`src/rtl/cnn_pkg.sv`:
```
// Shared constants, data type and signed max helper for the CNN pooling path.
// Package cnn_pkg: ACCW, IN_W, POOL_W, data_t, max2.
package cnn_pkg;

    localparam int ACCW   = 32;
    localparam int IN_W   = 26;
    localparam int POOL_W = IN_W / 2;

    typedef logic signed [ACCW-1:0] data_t;

    function automatic data_t max2(input data_t a, input data_t b);
        return (a > b) ? a : b;
    endfunction

endpackage

```
`src/rtl/pool_lane.sv`:
```
// One lane of ReLU + 2x2 max-pool: hold register, half-row line buffer, final max.
// ReLU is applied only when POOL_RELU_EN is defined.
module pool_lane
    import cnn_pkg::*;
#(
    parameter int ACCW   = cnn_pkg::ACCW,
    parameter int POOL_W = cnn_pkg::POOL_W
) (
    input  logic                   iClk,
    input  logic                   iAcc,
    input  logic                   iRowOdd,
    input  logic                   iColOdd,
    input  logic [3:0]             iIdx,
    input  logic signed [ACCW-1:0] iX,
    output logic signed [ACCW-1:0] oRes
);

    localparam int IW = (POOL_W > 1) ? $clog2(POOL_W) : 1;

    logic signed [ACCW-1:0] hold_q, hold_d;
    logic signed [ACCW-1:0] lbuf_q [POOL_W];
    logic signed [ACCW-1:0] lbuf_d [POOL_W];
    logic signed [ACCW-1:0] r;
    logic signed [ACCW-1:0] h;
    logic signed [ACCW-1:0] lb;
    logic [IW-1:0]          idx;

    // Rectify the input, fold the horizontal pair, then the vertical pair.
    always_comb begin
`ifdef POOL_RELU_EN
        r = iX[ACCW-1] ? '0 : iX;
`else
        r = iX;
`endif
        idx  = iIdx[IW-1:0];
        h    = (hold_q > r) ? hold_q : r;
        lb   = lbuf_q[idx];
        oRes = (lb > h) ? lb : h;
    end

    // Even column loads the hold register; even row, odd column fills the line buffer.
    always_comb begin
        hold_d = hold_q;
        lbuf_d = lbuf_q;
        if (iAcc && !iColOdd) begin
            hold_d = r;
        end
        if (iAcc && !iRowOdd && iColOdd) begin
            lbuf_d[idx] = h;
        end
    end

    // Pooling storage; every entry is rewritten before it is read, so no reset.
    always_ff @(posedge iClk) begin
        hold_q <= hold_d;
        lbuf_q <= lbuf_d;
    end

endmodule

```
`src/rtl/relu_maxpool2x2_x4.sv`:
```
// Four-lane ReLU + 2x2/stride-2 max-pool with row/col tags, frame done and format error.
// Optional ReLU enabled by defining POOL_RELU_EN.
module relu_maxpool2x2_x4
    import cnn_pkg::*;
#(
    parameter int ACCW = cnn_pkg::ACCW,
    parameter int IN_W = cnn_pkg::IN_W
) (
    input  logic                   iClk,
    input  logic                   iRsn,
    input  logic [3:0]             iValid,
    input  logic signed [ACCW-1:0] iData0,
    input  logic signed [ACCW-1:0] iData1,
    input  logic signed [ACCW-1:0] iData2,
    input  logic signed [ACCW-1:0] iData3,
    input  logic                   iSof,
    output logic                   oValid,
    output logic signed [ACCW-1:0] oData0,
    output logic signed [ACCW-1:0] oData1,
    output logic signed [ACCW-1:0] oData2,
    output logic signed [ACCW-1:0] oData3,
    output logic [3:0]             oRow,
    output logic [3:0]             oCol,
    output logic                   oFrameDone,
    output logic                   oFmtErr
);

    localparam int POOL_W = IN_W / 2;
    localparam int CW     = (IN_W > 2) ? $clog2(IN_W) : 1;

    logic [CW-1:0] row_q, row_d, col_q, col_d;
    logic [CW-1:0] cur_row, cur_col;
    logic          acc, fmt_bad, emit, last_row, last_col;

    logic                   valid_q, valid_d;
    logic                   fdone_q, fdone_d;
    logic                   err_q, err_d;
    logic [3:0]             orow_q, orow_d, ocol_q, ocol_d;
    logic signed [ACCW-1:0] data_q [4];
    logic signed [ACCW-1:0] data_d [4];
    logic signed [ACCW-1:0] lane_x [4];
    logic signed [ACCW-1:0] lane_res [4];

    assign lane_x[0] = iData0;
    assign lane_x[1] = iData1;
    assign lane_x[2] = iData2;
    assign lane_x[3] = iData3;

    for (genvar g = 0; g < 4; g++) begin : g_lane
        pool_lane #(
            .ACCW   (ACCW),
            .POOL_W (POOL_W)
        ) u_lane (
            .iClk    (iClk),
            .iAcc    (acc),
            .iRowOdd (cur_row[0]),
            .iColOdd (cur_col[0]),
            .iIdx    (4'(cur_col >> 1)),
            .iX      (lane_x[g]),
            .oRes    (lane_res[g])
        );
    end

    // Beat qualification, position tracking and next output register values.
    always_comb begin
        acc      = (iValid == 4'hF);
        fmt_bad  = (iValid != 4'h0) && !acc;
        cur_row  = iSof ? '0 : row_q;
        cur_col  = iSof ? '0 : col_q;
        last_row = (cur_row == CW'(IN_W - 1));
        last_col = (cur_col == CW'(IN_W - 1));
        emit     = acc && cur_row[0] && cur_col[0];

        row_d = row_q;
        col_d = col_q;
        if (acc) begin
            col_d = last_col ? '0 : cur_col + 1'b1;
            if (last_col) begin
                row_d = last_row ? '0 : cur_row + 1'b1;
            end else begin
                row_d = cur_row;
            end
        end

        valid_d = emit;
        fdone_d = emit && last_row && last_col;
        err_d   = err_q || fmt_bad;
        orow_d  = orow_q;
        ocol_d  = ocol_q;
        data_d  = data_q;
        if (emit) begin
            orow_d = 4'(cur_row >> 1);
            ocol_d = 4'(cur_col >> 1);
            data_d = lane_res;
        end
    end

    // Counters and registered outputs with synchronous active-low reset.
    always_ff @(posedge iClk) begin
        if (!iRsn) begin
            row_q   <= '0;
            col_q   <= '0;
            valid_q <= 1'b0;
            fdone_q <= 1'b0;
            err_q   <= 1'b0;
            orow_q  <= '0;
            ocol_q  <= '0;
            for (int i = 0; i < 4; i++) begin
                data_q[i] <= '0;
            end
        end else begin
            row_q   <= row_d;
            col_q   <= col_d;
            valid_q <= valid_d;
            fdone_q <= fdone_d;
            err_q   <= err_d;
            orow_q  <= orow_d;
            ocol_q  <= ocol_d;
            data_q  <= data_d;
        end
    end

    assign oValid     = valid_q;
    assign oFrameDone = fdone_q;
    assign oFmtErr    = err_q;
    assign oRow       = orow_q;
    assign oCol       = ocol_q;
    assign oData0     = data_q[0];
    assign oData1     = data_q[1];
    assign oData2     = data_q[2];
    assign oData3     = data_q[3];

endmodule
```
`config.mk`:
```
export PLATFORM = sky130hd
export DESIGN_NAME = relu_maxpool2x2_x4
export DESIGN_NICKNAME = d
export VERILOG_FILES = /design/src/rtl/cnn_pkg.sv /design/src/rtl/pool_lane.sv /design/src/rtl/relu_maxpool2x2_x4.sv
export SDC_FILE = /design/constraint.sdc
export NUM_CORES = 2
export LEC_CHECK = 0
export BUFFER_PORTS_ARGS = -buffer_cell sky130_fd_sc_hd__clkbuf_2
export CAP_MARGIN = 20
export CORE_MARGIN = 5
export CORE_UTILIZATION = 53
export DETAILED_ROUTE_END_ITERATION = 10
export PLACE_DENSITY = 0.7
export SLEW_MARGIN = 10
export SYNTH_ARGS = -nofsm -noshare
export SYNTH_HDL_FRONTEND = slang
export SYNTH_SLANG_ARGS = --single-unit
```
`constraint.sdc`:
```
create_clock -name iClk -period 8.9 [get_ports iClk]
set_clock_uncertainty 0.2 [all_clocks]
set_input_delay 0.445 -clock iClk [delete_from_list [all_inputs] [get_ports iClk]]
set_output_delay 0.445 -clock iClk [all_outputs]
set_load 0.01 [all_outputs]
```
# After elaboration in Yosys (flattened, before gate mapping)
# Cells that the tools add are included.
dict set report op_classes {
  n_reduce_logical 14
  n_lt_le_gt_ge 10
  n_addsub 2
  mux 31
  bitwise_logic 1
  n_eq_ne 3
}
# cell count
set ops {}
lappend ops {{$bwmux W416} 4}
lappend ops {{$mux W32} 17}
lappend ops {{$bmux W32 S4} 4}
lappend ops {{$gt A32 B32 Y1} 8}
lappend ops {{$demux W32 S4} 1}
lappend ops {{$mux W5} 5}
lappend ops {{$add A5 B1 Y5 const B} 2}
lappend ops {{$eq A5 B5 Y1 const B} 2}
lappend ops {{$logic_and A1 B1 Y1} 9}
lappend ops {{$ge A5 B5 Y1 const B} 1}
lappend ops {{$lt A5 B1 Y1 const B} 1}
lappend ops {{$not A4 Y5} 1}
lappend ops {{$eq A4 B4 Y1 const B} 1}
lappend ops {{$reduce_bool A4 Y1} 1}
lappend ops {{$logic_not A1 Y1} 3}
lappend ops {{$logic_or A1 B1 Y1} 1}
dict set report word_totals {
  reg_bits 1941
  out_inout_bits 139
  word_cells 128
}

# Depth between registers and ports, before layout
dict set report depth {
  depth_word 7
  ltp_mapped 21
  mapped_depth_nobuf 19
}

# Cells and area by module
# Synthesis repeated with hierarchy kept, for this count alone.
dict set report unflattened {
  hier_cells 5557
  area_unflattened_um2 85598.3
}
# module cells_per_inst seq_area_each_um2 n_inst area_per_inst_um2
set by_module_without_submodules {}
lappend by_module_without_submodules {{pool_lane at g_lane[0].u_lane ...} 1160 13452.9 2 19528.7}
lappend by_module_without_submodules {{pool_lane at g_lane[3].u_lane} 1298 13452.9 1 20553.5}
lappend by_module_without_submodules {{pool_lane at g_lane[2].u_lane} 1257 13452.9 1 20547.2}
lappend by_module_without_submodules {relu_maxpool2x2_x4 682 2982.9 1 5440.2}

# Worst setup path before layout
# OpenSTA, ideal clock, no wires.
dict set report synth_path {
  path_kind {in2reg}
  from {in iSof}
  to {reg g_lane[0].u_lane.lbuf_q[160] (netlist name), enable pin}
  path_stages 7
  t_required_ns 8.083
  setup_slack_ns 1.062
  setup_ns 0.617
  path_buffers 3
  t_arrival_ns 7.021
  path_cell_list {buf_2 > nor2b_1 > nand2b_1 > clkbuf_1 > buf_1 > or3_1 > nor2_1}
}
dict set report synth_via {
  elab_chain_cells 4
}
# element line
set synth_rtl {}
lappend synth_rtl {{start: declaration} relu_maxpool2x2_x4.sv:16} ;# input logic iSof,
lappend synth_rtl {{$mux W5} relu_maxpool2x2_x4.sv:68} ;# cur_row = iSof ? '0 : row_q;
lappend synth_rtl {{$logic_not A1 Y1} pool_lane.sv:48} ;# if (iAcc && !iRowOdd && iColOdd) begin
lappend synth_rtl {{$logic_and A1 B1 Y1} pool_lane.sv:48}
lappend synth_rtl {{$logic_and A1 B1 Y1 *} pool_lane.sv:48}
lappend synth_rtl {{end signal: assignment} pool_lane.sv:56} ;# lbuf_q <= lbuf_d;
lappend synth_rtl {{end: declaration} pool_lane.sv:21} ;# logic signed [ACCW-1:0] lbuf_q [POOL_W];
# Every way passes the cells marked *; elsewhere a longest branch is shown, timed or not.
# A chain may end at the register's enable or synchronous reset.

# Worst setup path in the final report
dict set report layout_path {
  from {reg g_lane[0].u_lane.hold_q[6]}
  to {reg data_q, in the netlist oData0[27]}
}
dict set report layout_via {
  elab_chain_cells 4
}
# element line
set layout_rtl {}
lappend layout_rtl {{start: declaration} pool_lane.sv:20} ;# logic signed [ACCW-1:0] hold_q, hold_d;
lappend layout_rtl {{start signal: assignment} pool_lane.sv:55} ;# hold_q <= hold_d;
lappend layout_rtl {{$gt A32 B32 Y1} pool_lane.sv:36} ;# h = (hold_q > r) ? hold_q : r;
lappend layout_rtl {{$mux W32 *} pool_lane.sv:36}
lappend layout_rtl {{$gt A32 B32 Y1} pool_lane.sv:38} ;# oRes = (lb > h) ? lb : h;
lappend layout_rtl {{$mux W32 *} pool_lane.sv:38}
lappend layout_rtl {{end signal: assignment} relu_maxpool2x2_x4.sv:119} ;# data_q <= data_d;
lappend layout_rtl {{end: declaration} relu_maxpool2x2_x4.sv:39} ;# logic signed [ACCW-1:0] data_q [4];
# Marks and branches as above.

==> summary.md <==
| Metric | Value |
|---|---|
| CTS Buf Count | 193 |
| Top cell type's share of synthesized area | 67.3% |
| Fin nets | 6211 |
| Leak | 32.1 nW |
| Crit Path Class | flip-flop to flip-flop |
| Slew at the pin closest to its max-slew limit | 1.17 ns |
| EDFF count, synth | 1792 |
| First-pass GRT wire length | 320 mm |
| Via count | around 52000 |
| Die area | 159000 um2 |
| Post-synth top area cell | edfxtp_1 |
| Ports | roughly 270 |
| CTS Root Cell | clkbuf_16 |
| Via density | 6.45 |
| Final Instance Area | roughly 90000 um2 |
| Vias in the first global route | 51595 |
| Crit path launch type | flip-flop |
| # fillers | 11187 |
| Power per standard cell area | about 210 nW/um2 |
| Worst slew margin | 19.8% |
| Syn nets | 5861 |
| Outcome | completed |
| Post-synthesis instance total | approximately 5500 |
| Gp weighted congestion | just under 0.9 |
| Max-slew violation count | 0 |
| CTS Hold Buffers Added | 131 |
| Router iterations before antenna repair | 6 |
| PostCTS Resize Cnt | 0 |
| Register area | 56800 um2 |
| Clk sinks | 1941 |
| DP HPWL | between 100 and 150 mm |
| RSZ-0062 raised after global routing | false |
| Cell variety after synth | 65 |
| Die Height | 398 um |
| GRT overflow | 0 |
| Post-synth ARST share | 0% |
| Final setup viols | 0 |
| Total global-route track usage | 26.4% |
| Share of cells above drive strength 1 | 12.5% |
| RR Endpoint | oData0[27]$_SDFFE_PN0P_ |
| Seq/Total Area, Yosys | 71.0% |
| Crit path DAT | 7.78 ns |
| WL per Instance | about 27 um |
| Minimum clock period | 7.30 ns |
| Worst hold path type | primary input to flip-flop |
| P&R area growth vs syn | 14.1% |
| Crit path required time | 9.38 ns |
| Final wirelength | 214 mm |
| Worst-Skew Late Latency | 0.82 ns |
| Max-cap violations | 0 |
| Max FO, Critical Path | 20 |
| Post-CTS setup buffers | 0 |
| Post-Syn Area per Cell | 14.6 um2 |
| FMAX | between 100 and 150 MHz |
| Cell Area, Synth | roughly 80000 um2 |
| Crit path launch | g_lane[0].u_lane.hold_q[6]$_DFFE_PP_ |
| Ys flop type | edfxtp_1 |
| Iter 0 DRT Violations | 5542 |
| Clock Path Buffers | 3 |
| Maximum vdd ir drop | 0.171 mV |
| Placeable Area | 150000 um2 |
| Cell row count | 142 |
| Setup TNS | 0 ns |
| Initial antenna violation count | 7 |
| Max H-tree Level | 4 |
| Synth area leaders | edfxtp_1, a22oi_1, ha_1 |
| Final count of hold timing violations | 0 |
| Area of the multi-input gates | 21000 um2 |
| Setup crit end kind | flip-flop |
| Worst reg2reg startpoint | g_lane[0].u_lane.hold_q[6]$_DFFE_PP_ |
| Post-Route Utilization | 60.8% |
| Pin count of the biggest net entering global routing | between 150 and 200 |
| Residual DRC | 0 |
| Area after DPL | about 84000 um2 |
| CP Capture Point | oData0[27]$_SDFFE_PN0P_ |
| Worst Hold Launch | iSof |
| #FFs+latches synth | 1941 |
| CTS clk-pin slew, worst paths | 0.06 ns |
| R2r setup slk | 1.60 ns |
| PortBufs | 273 |
| Die Span X | 398 um |
| Period utilization | between 80% and 90% |
| Most frequent cell after synthesis | edfxtp_1 |
| Initial Utilization | 53.3% |
| Synth cell count leaders | edfxtp_1, a22oi_1, a21oi_1 |
| Synth warnings | 0 |
| CTS tree | yes |
| Worst R2R Path Depth | 17 |
| Antenna Nets Post-Route | 0 |
==> how the worst min path moves through the flow <==
stage | cells past startpoint | endpoint
after floorplan | 2 | oData2[10]$_SDFFE_PN0P_
after global placement | 2 | oData2[13]$_SDFFE_PN0P_
after detailed placement | 2 | oData2[14]$_SDFFE_PN0P_
after CTS | 3 | col_q[4]$_SDFFE_PN0P_
after global routing | 3 | col_q[4]$_SDFFE_PN0P_
final | 3 | col_q[4]$_SDFFE_PN0P_
==> cell type report <==
class / count / area share, %
sequential: 1941 / 62.2
multi-input combinational: 2905 / 23.0
clock buffer: 261 / 5.83
timing repair buffer: 510 / 4.01
tap: 2016 / 2.76
inverter: 265 / 1.09
clock inverter: 103 / 1.07
antenna: 3 / 0.00823
==> registers in the layout, summed over array words and instances, names as in the netlist <==
signal                cells
g_lane.u_lane.lbuf_q   1664
g_lane.u_lane.hold_q    128
oData0                   32
oData1                   32
oData2                   32
oData3                   32
col_q                     5
row_q                     5
oCol                      4
oRow                      4
oFmtErr                   1
oFrameDone                1
oValid                    1
==> report_power, final <==
part	switching [mW]	total, mW	internal [mW]
Clock	3.43	8.04	4.61
Combinational	0.630	0.924	0.294
Sequential	0.00725	10.1	10.1
Total	4.06	19.1	15.0
==> critical path, cell delays in order (launching register included) <==
cell       delay (ns)
edfxtp_1         0.43
ha_1             0.33
nand4_1          0.20
a2111oi_0        1.06
o31ai_1          0.15
nand3_1          0.20
mux2i_4          0.63
buf_4            0.47
mux2i_1          0.40
ha_1             0.28
nand4_1          0.16
nor4_1           0.71
o41ai_1          0.29
o2111ai_1        0.24
mux2i_4          0.28
nand2b_1         0.62
buf_4            0.35
o21ai_0          0.14
==> routing by layer <==
layer	track usage [%]	vias to the layer above	share of wire, %
li1	-	22623	-
met4	7.87	4	2.8
met1	36.4	26158	40
met2	44.0	2468	49
met3	4.14	388	8.0
met5	0	-	0.012
==> cells in the final DEF (no fill, tap or decap), types with 32 or more instances in the layout <==
master	instances
and3_1	68
nand4_1	59
clkbuf_1	48
a31oi_1	66
clkbuf_2	272
o21ai_0	194
dfxtp_1	149
nand3_1	37
mux2i_1	64
o22ai_1	65
a2111o_1	126
nand2_1	136
inv_1	256
clkbuf_16	196
o22a_1	64
edfxtp_1	1792
buf_4	91
nand3b_1	66
a22oi_1	767
ha_1	258
o21a_1	67
a21oi_1	550
dlygate4sd3_1	131
clkinv_1	32
==> kinds of logic after synthesis <==
| kind of cell | after synthesis | synth area share (%) |
|---|---|---|
| AND/OR/NAND/NOR | 555 | 3.88 |
| XOR/XNOR | 1 | 0.0110 |
| adder cells (fa/ha/maj) | 260 | 4.07 |
| multiplexers | 72 | 0.908 |
| flip-flops | 1941 | 71.0 |
| buffers and inverters | 620 | 3.01 |
| AO/OA/AOI/OAI | 2017 | 17.1 |
==> through the flow <==
step | instances | worst slack, ns | total power, mW | hold slack (ns)
6_report | 8004 | 1.60 | 19.1 | 0.0967
5_1_grt | 8003 | 1.15 | 19.6 | 0.0917
4_1_cts | 8000 | 1.63 | 19.1 | 0.0286
3_5_place_dp | 7505 | 1.52 | 11.2 | 0.243
3_3_place_gp | 7505 | 1.70 | 11.1 | 0.241
2_1_floorplan | 5466 | 1.06 | 10.9 | 0.270
Note: power is estimated with default switching activity, not from simulation.
